## config.mk

```make
export PLATFORM = sky130hd
export DESIGN_NAME = fft_frame_sequencer_flat
export DESIGN_NICKNAME = d
export VERILOG_FILES = /design/src/rtl/fft_frame_sequencer_if.sv /design/src/rtl/fft_frame_sequencer.sv /design/src/flat_wrapper.sv
export SDC_FILE = /design/constraint.sdc
export NUM_CORES = 1
export LEC_CHECK = 0
export CAP_MARGIN = 20
export CORE_MARGIN = 8
export CORE_UTILIZATION = 41
export DETAILED_ROUTE_END_ITERATION = 8
export PLACE_DENSITY_LB_ADDON = 0.1
export SLEW_MARGIN = 10
export SYNTH_ARGS = -nofsm -noshare
export SYNTH_HDL_FRONTEND = slang
export SYNTH_SLANG_ARGS = --single-unit
```

## constraint.sdc

```tcl
create_clock -name clk -period 4.31 [get_ports clk]
set_clock_uncertainty 0.1 [all_clocks]
set_input_delay 0.862 -clock clk [delete_from_list [all_inputs] [get_ports clk]]
set_output_delay 0.862 -clock clk [all_outputs]
set_load 0.01 [all_outputs]
```

## src/rtl/fft_frame_sequencer_if.sv

```systemverilog
// Signal bundle between the frame sequencer and its neighbours: synth sample
// stream, FFT core Avalon-ST sink/source, spectral bin stream and status.
interface fft_frame_sequencer_if;
  logic        enable;
  logic        smp_valid;
  logic        smp_ready;
  logic [23:0] smp_data;
  logic        fft_sink_valid;
  logic        fft_sink_ready;
  logic        fft_sink_sop;
  logic        fft_sink_eop;
  logic [23:0] fft_sink_real;
  logic [23:0] fft_sink_imag;
  logic [1:0]  fft_sink_error;
  logic [8:0]  fft_fftpts_in;
  logic        fft_inverse;
  logic        fft_source_valid;
  logic        fft_source_ready;
  logic        fft_source_sop;
  logic        fft_source_eop;
  logic [1:0]  fft_source_error;
  logic [23:0] fft_source_real;
  logic [23:0] fft_source_imag;
  logic        bin_valid;
  logic        bin_ready;
  logic [23:0] bin_real;
  logic [23:0] bin_imag;
  logic [7:0]  bin_index;
  logic        bin_last;
  logic        busy;
  logic        frame_err;
  logic [15:0] frame_count;

  modport master (
    input  enable, smp_valid, smp_data, fft_sink_ready,
           fft_source_valid, fft_source_sop, fft_source_eop, fft_source_error,
           fft_source_real, fft_source_imag, bin_ready,
    output smp_ready, fft_sink_valid, fft_sink_sop, fft_sink_eop, fft_sink_real,
           fft_sink_imag, fft_sink_error, fft_fftpts_in, fft_inverse,
           fft_source_ready, bin_valid, bin_real, bin_imag, bin_index, bin_last,
           busy, frame_err, frame_count
  );

  modport slave (
    output enable, smp_valid, smp_data, fft_sink_ready,
           fft_source_valid, fft_source_sop, fft_source_eop, fft_source_error,
           fft_source_real, fft_source_imag, bin_ready,
    input  smp_ready, fft_sink_valid, fft_sink_sop, fft_sink_eop, fft_sink_real,
           fft_sink_imag, fft_sink_error, fft_fftpts_in, fft_inverse,
           fft_source_ready, bin_valid, bin_real, bin_imag, bin_index, bin_last,
           busy, frame_err, frame_count
  );
endinterface

```

## src/rtl/fft_frame_sequencer.sv

```systemverilog
// Runs a streaming FFT core one frame at a time: frames samples into the core,
// forwards indexed bins downstream, and recovers from core faults and stalls.
//
//   state | meaning
//   IDLE  | waiting for enable; counters cleared
//   FILL  | passing PTS samples into the core sink with sop/eop
//   WAIT  | frame sent, no bin yet; timeout running
//   DRAIN | passing bins from the core source downstream
//   FLUSH | discarding core output up to its eop after a fault
module fft_frame_sequencer #(
  parameter int PTS     = 256,
  parameter int TIMEOUT = 4096
) (
  input  logic                  clk,
  input  logic                  reset,
  fft_frame_sequencer_if.master bus
);

  localparam logic [7:0]  LAST     = 8'(PTS - 1);
  localparam logic [12:0] TMO_LAST = 13'(TIMEOUT - 1);

  typedef enum logic [2:0] {IDLE, FILL, WAIT, DRAIN, FLUSH} state_t;

  state_t      state_q, state_d;
  logic [7:0]  in_cnt_q, in_cnt_d;
  logic [7:0]  out_cnt_q, out_cnt_d;
  logic [12:0] tmo_q, tmo_d;
  logic [15:0] frame_count_q, frame_count_d;
  logic        frame_err_q, frame_err_d;
  logic        beat_fault;

  always_ff @(posedge clk or posedge reset) begin
    if (reset) begin
      state_q       <= IDLE;
      in_cnt_q      <= 8'd0;
      out_cnt_q     <= 8'd0;
      tmo_q         <= 13'd0;
      frame_count_q <= 16'd0;
      frame_err_q   <= 1'b0;
    end else begin
      state_q       <= state_d;
      in_cnt_q      <= in_cnt_d;
      out_cnt_q     <= out_cnt_d;
      tmo_q         <= tmo_d;
      frame_count_q <= frame_count_d;
      frame_err_q   <= frame_err_d;
    end
  end

  // A beat is faulty when its markers disagree with its position in the frame.
  assign beat_fault = (bus.fft_source_error != 2'b00)
                    | (bus.fft_source_sop != (out_cnt_q == 8'd0))
                    | (bus.fft_source_eop != (out_cnt_q == LAST));

  always_comb begin
    state_d              = state_q;
    in_cnt_d             = in_cnt_q;
    out_cnt_d            = out_cnt_q;
    tmo_d                = tmo_q;
    frame_count_d        = frame_count_q;
    frame_err_d          = 1'b0;
    bus.smp_ready        = 1'b0;
    bus.fft_sink_valid   = 1'b0;
    bus.fft_sink_sop     = 1'b0;
    bus.fft_sink_eop     = 1'b0;
    bus.fft_source_ready = 1'b0;
    bus.bin_valid        = 1'b0;
    bus.bin_last         = 1'b0;

    case (state_q)
      IDLE: begin
        in_cnt_d  = 8'd0;
        out_cnt_d = 8'd0;
        tmo_d     = 13'd0;
        if (bus.enable) state_d = FILL;
      end

      FILL: begin
        bus.smp_ready      = bus.fft_sink_ready;
        bus.fft_sink_valid = bus.smp_valid;
        bus.fft_sink_sop   = (in_cnt_q == 8'd0);
        bus.fft_sink_eop   = (in_cnt_q == LAST);
        out_cnt_d          = 8'd0;
        if (bus.smp_valid && bus.fft_sink_ready) begin
          if (in_cnt_q == LAST) begin
            in_cnt_d = 8'd0;
            tmo_d    = 13'd0;
            state_d  = WAIT;
          end else begin
            in_cnt_d = in_cnt_q + 8'd1;
          end
        end
      end

      WAIT, DRAIN: begin
        bus.fft_source_ready = bus.bin_ready;
        bus.bin_valid        = bus.fft_source_valid;
        bus.bin_last         = (out_cnt_q == LAST);
        if (bus.fft_source_valid && bus.bin_ready) begin
          tmo_d = 13'd0;
          if (beat_fault) begin
            frame_err_d = 1'b1;
            state_d     = bus.fft_source_eop ? IDLE : FLUSH;
          end else if (bus.fft_source_eop) begin
            frame_count_d = frame_count_q + 16'd1;
            out_cnt_d     = 8'd0;
            state_d       = bus.enable ? FILL : IDLE;
          end else begin
            out_cnt_d = out_cnt_q + 8'd1;
            state_d   = DRAIN;
          end
        end else if (state_q == WAIT) begin
          if (tmo_q == TMO_LAST) begin
            frame_err_d = 1'b1;
            tmo_d       = 13'd0;
            state_d     = IDLE;
          end else begin
            tmo_d = tmo_q + 13'd1;
          end
        end
      end

      FLUSH: begin
        bus.fft_source_ready = 1'b1;
        if (bus.fft_source_valid && bus.fft_source_eop) state_d = IDLE;
      end

      default: state_d = IDLE;
    endcase
  end

  assign bus.fft_sink_real  = bus.smp_data;
  assign bus.fft_sink_imag  = 24'd0;
  assign bus.fft_sink_error = 2'b00;
  assign bus.fft_fftpts_in  = 9'(PTS);
  assign bus.fft_inverse    = 1'b0;
  assign bus.bin_real       = bus.fft_source_real;
  assign bus.bin_imag       = bus.fft_source_imag;
  assign bus.bin_index      = out_cnt_q;
  assign bus.busy           = (state_q != IDLE);
  assign bus.frame_err      = frame_err_q;
  assign bus.frame_count    = frame_count_q;

endmodule
```

## src/flat_wrapper.sv

```systemverilog
// flat-port wrapper written by rule: the top's interface ports become plain ports
module fft_frame_sequencer_flat 
#(
  parameter int PTS     = 256,
  parameter int TIMEOUT = 4096
)
  (clk, reset, bus_enable, bus_smp_valid, bus_smp_data, bus_fft_sink_ready, bus_fft_source_valid, bus_fft_source_sop, bus_fft_source_eop, bus_fft_source_error, bus_fft_source_real, bus_fft_source_imag, bus_bin_ready, bus_smp_ready, bus_fft_sink_valid, bus_fft_sink_sop, bus_fft_sink_eop, bus_fft_sink_real, bus_fft_sink_imag, bus_fft_sink_error, bus_fft_fftpts_in, bus_fft_inverse, bus_fft_source_ready, bus_bin_valid, bus_bin_real, bus_bin_imag, bus_bin_index, bus_bin_last, bus_busy, bus_frame_err, bus_frame_count);
  fft_frame_sequencer_if bus_i ();
  input  logic clk;
  input  logic reset;
  input wire logic [$bits(bus_i.enable)-1:0] bus_enable;
  input wire logic [$bits(bus_i.smp_valid)-1:0] bus_smp_valid;
  input wire logic [$bits(bus_i.smp_data)-1:0] bus_smp_data;
  input wire logic [$bits(bus_i.fft_sink_ready)-1:0] bus_fft_sink_ready;
  input wire logic [$bits(bus_i.fft_source_valid)-1:0] bus_fft_source_valid;
  input wire logic [$bits(bus_i.fft_source_sop)-1:0] bus_fft_source_sop;
  input wire logic [$bits(bus_i.fft_source_eop)-1:0] bus_fft_source_eop;
  input wire logic [$bits(bus_i.fft_source_error)-1:0] bus_fft_source_error;
  input wire logic [$bits(bus_i.fft_source_real)-1:0] bus_fft_source_real;
  input wire logic [$bits(bus_i.fft_source_imag)-1:0] bus_fft_source_imag;
  input wire logic [$bits(bus_i.bin_ready)-1:0] bus_bin_ready;
  output wire logic [$bits(bus_i.smp_ready)-1:0] bus_smp_ready;
  output wire logic [$bits(bus_i.fft_sink_valid)-1:0] bus_fft_sink_valid;
  output wire logic [$bits(bus_i.fft_sink_sop)-1:0] bus_fft_sink_sop;
  output wire logic [$bits(bus_i.fft_sink_eop)-1:0] bus_fft_sink_eop;
  output wire logic [$bits(bus_i.fft_sink_real)-1:0] bus_fft_sink_real;
  output wire logic [$bits(bus_i.fft_sink_imag)-1:0] bus_fft_sink_imag;
  output wire logic [$bits(bus_i.fft_sink_error)-1:0] bus_fft_sink_error;
  output wire logic [$bits(bus_i.fft_fftpts_in)-1:0] bus_fft_fftpts_in;
  output wire logic [$bits(bus_i.fft_inverse)-1:0] bus_fft_inverse;
  output wire logic [$bits(bus_i.fft_source_ready)-1:0] bus_fft_source_ready;
  output wire logic [$bits(bus_i.bin_valid)-1:0] bus_bin_valid;
  output wire logic [$bits(bus_i.bin_real)-1:0] bus_bin_real;
  output wire logic [$bits(bus_i.bin_imag)-1:0] bus_bin_imag;
  output wire logic [$bits(bus_i.bin_index)-1:0] bus_bin_index;
  output wire logic [$bits(bus_i.bin_last)-1:0] bus_bin_last;
  output wire logic [$bits(bus_i.busy)-1:0] bus_busy;
  output wire logic [$bits(bus_i.frame_err)-1:0] bus_frame_err;
  output wire logic [$bits(bus_i.frame_count)-1:0] bus_frame_count;
  assign bus_i.enable = bus_enable;
  assign bus_i.smp_valid = bus_smp_valid;
  assign bus_i.smp_data = bus_smp_data;
  assign bus_i.fft_sink_ready = bus_fft_sink_ready;
  assign bus_i.fft_source_valid = bus_fft_source_valid;
  assign bus_i.fft_source_sop = bus_fft_source_sop;
  assign bus_i.fft_source_eop = bus_fft_source_eop;
  assign bus_i.fft_source_error = bus_fft_source_error;
  assign bus_i.fft_source_real = bus_fft_source_real;
  assign bus_i.fft_source_imag = bus_fft_source_imag;
  assign bus_i.bin_ready = bus_bin_ready;
  assign bus_smp_ready = bus_i.smp_ready;
  assign bus_fft_sink_valid = bus_i.fft_sink_valid;
  assign bus_fft_sink_sop = bus_i.fft_sink_sop;
  assign bus_fft_sink_eop = bus_i.fft_sink_eop;
  assign bus_fft_sink_real = bus_i.fft_sink_real;
  assign bus_fft_sink_imag = bus_i.fft_sink_imag;
  assign bus_fft_sink_error = bus_i.fft_sink_error;
  assign bus_fft_fftpts_in = bus_i.fft_fftpts_in;
  assign bus_fft_inverse = bus_i.fft_inverse;
  assign bus_fft_source_ready = bus_i.fft_source_ready;
  assign bus_bin_valid = bus_i.bin_valid;
  assign bus_bin_real = bus_i.bin_real;
  assign bus_bin_imag = bus_i.bin_imag;
  assign bus_bin_index = bus_i.bin_index;
  assign bus_bin_last = bus_i.bin_last;
  assign bus_busy = bus_i.busy;
  assign bus_frame_err = bus_i.frame_err;
  assign bus_frame_count = bus_i.frame_count;
  fft_frame_sequencer #(.PTS(PTS), .TIMEOUT(TIMEOUT)) u_core (.clk(clk), .reset(reset), .bus(bus_i));
endmodule
```

# Word-level counts from Yosys, hierarchy flattened
# Index checks and enable logic that the tools add are counted.
# totals
n_memories,0
latchBits,0
regBits,49
rom_bits,0
mem_bits_rw,0
input_bits,83
wordCells,85
# classes
n_mux,37
addsub,4
shift,0
div_mod_pow,0
mul,0
reduce_logical,18
magnitude_cmp,0
bitwise,3
eq_ne,17
# ops
op,count
13-bit two-way mux,5
8-bit two-way mux,5
13-bit one-hot mux with 3 select lines,1
8-bit one-hot mux with 2 select lines,2
3-bit two-way mux,10
"16-bit by 1-bit adder with 16-bit output, second input constant",1
"8-bit by 1-bit adder with 8-bit output, second input constant",2
"8-bit == test, second input constant",2
8-bit logical NOT,2
"13-bit by 1-bit adder with 13-bit output, second input constant",1
"13-bit by 12-bit == test with 1-bit output, second input constant",1
1-bit two-way mux,12
3-bit one-hot mux with 4 select lines,1
"2-bit by 1-bit inequality test with 1-bit output, second input constant",4
4-bit AND reduction,2
"3-bit by 2-bit == test with 1-bit output, second input constant",2
"3-bit by 1-bit inequality test with 1-bit output, second input constant",2
6-bit AND reduction,1
2-bit nonzero test,3
3-bit nonzero test,2
"2-bit inequality test, second input constant",2
2-bit OR reduction,2
"3-bit by 1-bit == test with 1-bit output, second input constant",1
"3-bit == test, second input constant",1
other kinds (8),12

# Logic depth before layout (Yosys ltp)
# Gate-level depths: netlist of run 1.
# depth
ltp_word,7
mapped_depth,7

# Worst setup path after synthesis of run 1
# OpenSTA, ideal clock, no wires.
# synth_path
path_type,input to register
start,input bus_fft_source_eop
end,"register u_core.frame_count_q[1], in the netlist u_core.bus.frame_count[1]"
t_required_ns,4.085
arrival_time_ns,2.233
slack_ns,1.852
stages,5
path_cell_list,clkbuf_1 > nand3_1 > or4_4 > a21oi_2 > mux2_2
# synth_between
elab_chain_cells,4
# synth_rtl
item,line_no,rtl
from (decl),flat_wrapper.sv:17,input wire logic [$bits(bus_i.fft_source_eop)-1:0] bus_fft_source_eop;
1-bit inequality test,fft_frame_sequencer.sv:53,| (bus.fft_source_eop != (out_cnt_q == LAST));
1-bit bitwise OR,fft_frame_sequencer.sv:53,
1-bit NOT (no source line),n/a,
4-bit AND reduction (no source line) *,n/a,
to (signal assigned),fft_frame_sequencer.sv:45,frame_count_q <= frame_count_d;
to (decl),fft_frame_sequencer.sv:28,"logic [15:0] frame_count_q, frame_count_d;"
# Mark *: on every way between the ends. The rest lies on a longest branch, timed or not.
# A chain may end at the register's enable or synchronous reset.

# Final worst setup path of run 1
# layout_path
start,register u_core.state_q[2]
end,output bus_fft_sink_sop
# layout_between
elab_chain_cells,2
# layout_rtl
item,line_no,rtl
from (decl),fft_frame_sequencer.sv:24,"state_t state_q, state_d;"
from (signal assigned),fft_frame_sequencer.sv:41,state_q <= state_d;
3-bit by 1-bit == test with 1-bit output,fft_frame_sequencer.sv:70,case (state_q)
1-bit two-way mux,fft_frame_sequencer.sv:70,
to (decl),flat_wrapper.sv:24,output wire logic [$bits(bus_i.fft_sink_sop)-1:0] bus_fft_sink_sop;
# Every way passes these cells.

==> metrics.cfg, run 1 <==
[status]
status = finished clean

[timing]
hold_viol_final = 0
tightest_slew_ns = 0.676
fmax_mhz = 298
setup_viol = 0
slew_headroom = 0.549
min_period_over_period = 0.779
tns_ns = 0
period_minus_slack_ns = 3.36
report.final.slew_viol_count = 0
rsz0062_at_grt = false

[route]
firstDrtPassIters = 4
highest_layer = met4
wl_per_cell_um = 16.1
routed-wl-met2_um = 3650
viasPerCell = 5.21
vias = 2611
wl_met1_um = 3670
met3_length_um = 590
drtIter0Drc = 153
wirelength_um = 8060
antenna_left = 0
drc = 0

[floorplanning]
die_area_mm2 = 0.0124
die_w_um = 111
rows = 34
ioPinCount = 224
die_y_um = 111
initial_utilization = 0.424
core_mm2 = 0.00876

[synthesis]
yosysSeqAreaShare = 0.330
yosys_register_bits = 49
syn_area_mm2 = 0.00371
ys_warn_count = 0
synthFlopType = dfrtp_1
yosys.cell_types.count = 58
syn_inst = 425
synth_edf_count = 0
synth.avg_cell_area_um2 = 8.74
synth-async-reset-ratio = 1.00

[power]
ir_worst_vdd_mv = 0.163
p_leak_uw = 0.00151
power_density_mw_per_mm2 = 368

[clock_tree]
cts_setup_buffers = 0
cts_max_level = 2
cts_resized = 0
postCtsHoldBufs = 0
clockBufferDepth = 2
root_buffer = clkbuf_8
cts_buffers = 5
cts_sinks = 49
cts_tree = yes
path_clk_slew_ns = 0.09
clk_latency_ns = 0.30

[setup_path]
crit_fanout = 15
arrival_ns = 2.39
critPathCaptureType = output port
worstPathRequired_ns = 3.35
critPathLaunchType = flop
worstSetupPathType = flop to output port

[final_layout]
postLayoutCoreUtil = 0.420
diodes = 0
synthToLayoutAreaGrowth_pct = -0.910
fillers = 878
nets = 481
drive_above_1_share = 0.0687

[hold_path]
min-delay-path-class = flop to flop

[global_routing]
grt_overflow = 0
grt_max_degree = 37
grt_pass1_vias = 2718
antenna_found_initial = 0
grt_pass1_wl_um = 13800
groute.usage.overall = 0.129

[placement]
hpwl_um = 6070
io_buffers = 43
gp_congestion = 0.760

[job]
drv_cap = 0

[sequential cells by signal, indices dropped and copies added, names as in the netlist]
register and count:
u_core.in_cnt_q 8, u_core.bus.frame_count 16, u_core.tmo_q 13, u_core.state_q 3
u_core.bus.bin_index 8, u_core.bus.frame_err 1
[kinds of logic after synthesis]
group           after synthesis  share of synthesized area
compound gates               71                      0.137
xor+xnor                     21                     0.0495
fa+ha+maj                     6                     0.0202
buf+inv                     127                      0.243
flops                        49                      0.330
mux                           2                    0.00573
other cells                   2                    0.00202
simple gates                147                      0.213
[metal layers]
layer	up-vias	GRT usage
met1	1243	0.158
met2	81	0.204
met3	20	0.0460
met5	-	0
met4	0	0.0480
li1	1267	-
[synth_stat cells, drive strengths merged (2+ instances only)]
cell type | n | area, µm²
a211oi | 3 | 47.6
a21o | 2 | 15.0
a21oi | 11 | 58.8
a22o | 3 | 26.3
a31oi | 7 | 43.8
a32o | 3 | 30.0
a41oi | 3 | 26.3
and2 | 10 | 62.6
and3 | 7 | 43.8
and4 | 3 | 26.3
buf | 113 | 848
clkbuf | 5 | 18.8
conb | 2 | 7.51
dfrtp | 49 | 1230
ha | 6 | 75.1
inv | 9 | 33.8
nand2 | 32 | 120
nand2b | 2 | 12.5
nand3 | 26 | 140
nand4 | 13 | 87.6
nor2 | 24 | 90.1
nor2b | 2 | 12.5
nor3 | 10 | 50.1
nor3b | 3 | 27.5
nor4 | 3 | 25.0
o21ai | 25 | 129
o31ai | 5 | 37.5
or2 | 4 | 25.0
or3 | 2 | 12.5
or4 | 2 | 18.8
xnor2 | 17 | 149
xor2 | 4 | 35.0
[worst max-delay path, stage by stage (launching register included)]
cell	delay, ns
dfrtp_1	0.58
or3b_2	0.62
nor2_1	0.16
and4b_1	0.20
clkdlybuf4s50_1	0.53
[cell type report]
type | instances | area [µm²] | area share
Inverter | 9 | 33.8 | 0.00918
Tap cell | 108 | 135 | 0.0367
Timing Repair Buffer | 44 | 450 | 0.122
Multi-Input combinational cell | 283 | 1710 | 0.466
Clock buffer | 6 | 82.6 | 0.0224
Sequential cell | 49 | 1230 | 0.333
Clock inverter | 2 | 37.5 | 0.0102
[placed cells by master (no fill, tap or decap), drive strengths merged, types with 2 or more instances in the layout]
master,count
a22o,3
clkdlybuf4s50,43
nor2b,2
nand4,13
nand3,26
nor4,3
ha,6
a211oi,3
and2,10
a21oi,11
a31oi,7
a41oi,3
nor3b,3
a32o,3
o31ai,5
or2,4
o21ai,25
inv,9
dfrtp,49
or3,2
nand2,32
nor3,10
and3,7
clkbuf,6
nand2b,2
and4,3
conb,36
or4,2
xnor2,17
xor2,4
a21o,2
nor2,24
[report_power, final]
part | internal (µW) | leakage [µW] | switching, µW
Combinational | 172 | 0.000776 | 287
Sequential | 487 | 0.000679 | 57.2
Clock | 189 | 0.0000574 | 161
[per-stage QoR]
stage	instance area (µm²)	worst slack (ns)	power, µW	instances	hold slack [ns]
5_1_grt	3680	0.797	1460	501	0.407
3_3_place_gp	3540	1.21	1010	492	0.367
6_report	3680	0.955	1350	501	0.375
4_1_cts	3680	0.930	1370	501	0.383
2_1_floorplan	3840	1.85	955	459	0.358
3_5_place_dp	3560	1.21	1010	493	0.368
[path summary, 6_finish.rpt]
kind | endpoint | cells after the start | from | slack [ns]
min in group asynchronous | u_core.in_cnt_q[3]$_DFFE_PP0P_ | 2 | reset | 0.72
setup / recovery | bus_fft_sink_sop | 4 | u_core.state_q[2]$_DFFE_PP0P_ | 0.95
max in group asynchronous | u_core.bus.bin_index[7]$_DFFE_PP0P_ | 3 | reset | 2.88
hold reg to reg | u_core.bus.frame_count[15]$_DFFE_PP0P_ | 1 | u_core.bus.frame_count[15]$_DFFE_PP0P_ | 0.38
setup reg to reg | u_core.bus.bin_index[2]$_DFFE_PP0P_ | 7 | u_core.bus.bin_index[0]$_DFFE_PP0P_ | 1.74
hold / removal | u_core.bus.frame_count[15]$_DFFE_PP0P_ | 1 | u_core.bus.frame_count[15]$_DFFE_PP0P_ | 0.38
Power figures use the tool's default switching activity.
==> inputs of run 2 (changes only) <==
- CORE_UTILIZATION: 41 -> 38
- clock period: 4.31 -> 3.4 ns (I/O delays scaled with it)
==> run 2 against run 1 <==
Worst hold slack improved by 0.0045 ns. Sequential share of layout area fell by 0.18 points. Global-route usage fell by 0.74 points.
==> metrics.cfg, run 2 (synthesis gave the netlist of run 1 again) <==
[setup_path]
critPathLaunchType = flop
arrival_ns = 2.35  ; -0.04 ns
worstPathRequired_ns = 2.62  ; -0.73 ns
critPathSlowestCell = or3b_2
crit_fanout = 14  ; -1
critPathCaptureType = output port
r2r_slack_ns = 0.90  ; -0.84 ns
worstSetupPathType = flop to output port
reg2reg_from = u_core.bus.bin_index[0]$_DFFE_PP0P_
max_stage_delay_ns = 0.61  ; about the same
r2r-end = u_core.bus.bin_index[3]$_DFFE_PP0P_
reg2reg_depth = 7  ; unchanged
path_cells = or3b_2 > nor2_1 > and4b_1 > clkdlybuf4s50_1

[timing]
report.final.slew_viol_count = 0  ; unchanged
min_period_over_period = 0.920
holdWs_ns = 0.380  ; +0.00449 ns
hold_viol_final = 0  ; unchanged
period_minus_slack_ns = 3.13
rsz0062_at_grt = false
setup_viol = 0  ; unchanged
slew_headroom = 0.519  ; -0.0295
tns_ns = 0  ; unchanged
fmax_mhz = 320
tightest_slew_ns = 0.716  ; +0.0402 ns

[final_layout]
synthToLayoutAreaGrowth_pct = -0.371
fillers = 1029  ; +17%
nets = 486  ; +1.0%
multi_input_area_mm2 = 0.00171  ; unchanged
seq_area_mm2 = 0.00123  ; unchanged
fin_cells = 531  ; +6.0%
final_cell_mix = dfrtp_1 (49), clkdlybuf4s50_1 (43), conb_1 (36), nand2_1 (32)
postLayoutCoreUtil = 0.384  ; -0.0361
fin_area_mm2 = 0.00370  ; +0.54%
diodes = 0  ; unchanged
layout_commonest_cell = dfrtp_1
drive_above_1_share = 0.0754  ; +0.00667
largest_reg_flops = 16  ; unchanged

[clock_tree]
cts_tree = yes
cts_resized = 0  ; unchanged
cts_sinks = 49  ; unchanged
clk_latency_ns = 0.29  ; about the same
cts_max_level = 2  ; unchanged
root_buffer = clkbuf_8
path_clk_slew_ns = 0.09  ; about the same
cts_buffers = 5  ; unchanged
cts_setup_buffers = 0  ; unchanged
clockBufferDepth = 2  ; unchanged
postCtsHoldBufs = 0  ; unchanged

[route]
antenna_left = 0  ; unchanged
wirelength_um = 7980  ; -0.94%
firstDrtPassIters = 4  ; unchanged
viasPerCell = 5.05  ; -3.2%
vias = 2679  ; +2.6%
drtIter0Drc = 83  ; -46%
drc = 0  ; unchanged
wl_per_cell_um = 15.0  ; -6.5%

[global_routing]
grt_max_degree = 50  ; +35%
antenna_found_initial = 0  ; unchanged
grt_overflow = 0  ; unchanged
grt_pass1_vias = 2695  ; -0.85%
grt_pass1_wl_um = 13200  ; -4.4%
groute.usage.overall = 0.122  ; -0.00737

[placement]
hpwl_um = 6050  ; -0.45%
gp_congestion = 0.780  ; +2.7%
io_buffers = 43  ; unchanged
dp_cells = 523  ; +6.1%
postPlaceCellArea_mm2 = 0.00362  ; +1.6%

[power]
p_leak_uw = 0.00151  ; +0.13%
power_density_mw_per_mm2 = 442  ; +20%
ir_worst_vdd_mv = 0.188  ; +15%

[hold_path]
min-delay-path-class = flop to flop
worstHoldStart = u_core.bus.frame_count[15]$_DFFE_PP0P_
holdPathStages = 1  ; unchanged
hold_end = u_core.bus.frame_count[15]$_DFFE_PP0P_

[floorplanning]
die_y_um = 115  ; +3.3%
initial_utilization = 0.385  ; -0.0385
ioPinCount = 224  ; unchanged
core_mm2 = 0.00964  ; +10%
die_area_mm2 = 0.0132  ; +6.7%
die_w_um = 115  ; +3.3%
rows = 36  ; +5.9%

[job]
drv_cap = 0  ; unchanged

[status]
status = finished clean

run 2: cell types whose count changed in the layout (fill, tap and decap cells not counted):
cell / before / now
buf_4: 0 / 6
bufinv_16: 1 / 0
clkbuf_1: 0 / 2
clkbuf_8: 6 / 5
buf_12: 1 / 0
run 2: cell type report:
class,instances,share of cell area
inverters,9,0.00913
clock buffers,7,0.0206
multi-input cells,283,0.463
clock inverters,1,0.00203
repair buffers,49,0.129
well taps,133,0.0450
flip-flops and latches,49,0.331
run 2: critical path: cells and delay by family (launching register included):
family | cells | cell delay, ns
AND/OR/NAND/NOR | 3 | 0.97
flip-flops | 1 | 0.55
buffers and inverters | 1 | 0.54
run 2: metrics by stage:
stage          total power, µW  worst slack, ns
3_3_place_gp              1310            0.585
5_1_grt                   1770            0.151
3_5_place_dp              1310            0.586
6_report                  1640            0.272
4_1_cts                   1660            0.245
2_1_floorplan             1210             1.12
run 2: worst max path at each step:
stage / startpoint / to / cells past startpoint
6_report: u_core.state_q[1]$_DFFE_PP0P_ / bus_fft_sink_sop / 4
5_1_grt: u_core.state_q[1]$_DFFE_PP0P_ / bus_fft_sink_sop / 4
3_3_place_gp: u_core.state_q[1]$_DFFE_PP0P_ / bus_fft_sink_sop / 4
4_1_cts: u_core.state_q[1]$_DFFE_PP0P_ / bus_fft_sink_sop / 4
2_1_floorplan: bus_fft_source_eop / u_core.bus.frame_count[1]$_DFFE_PP0P_ / 5
3_5_place_dp: u_core.state_q[1]$_DFFE_PP0P_ / bus_fft_sink_sop / 4
run 2: report_power, final:
group          switching (µW)  internal (µW)
logic                     378            244
registers                59.4            618
clock network             190            146
total                     627           1010
run 2: layer usage:
layer	routed length, µm	GRT usage
met2	3900	0.203
met3	411	0.0341
met5	0	0
met1	3580	0.148
met4	96	0.0420
==> inputs of run 3 (changes only) <==
- ABC_CLOCK_PERIOD_IN_PS: not set -> 3400
==> results of run 3 <==
The final DEF is identical to that of run 2; final timing and power are the same.
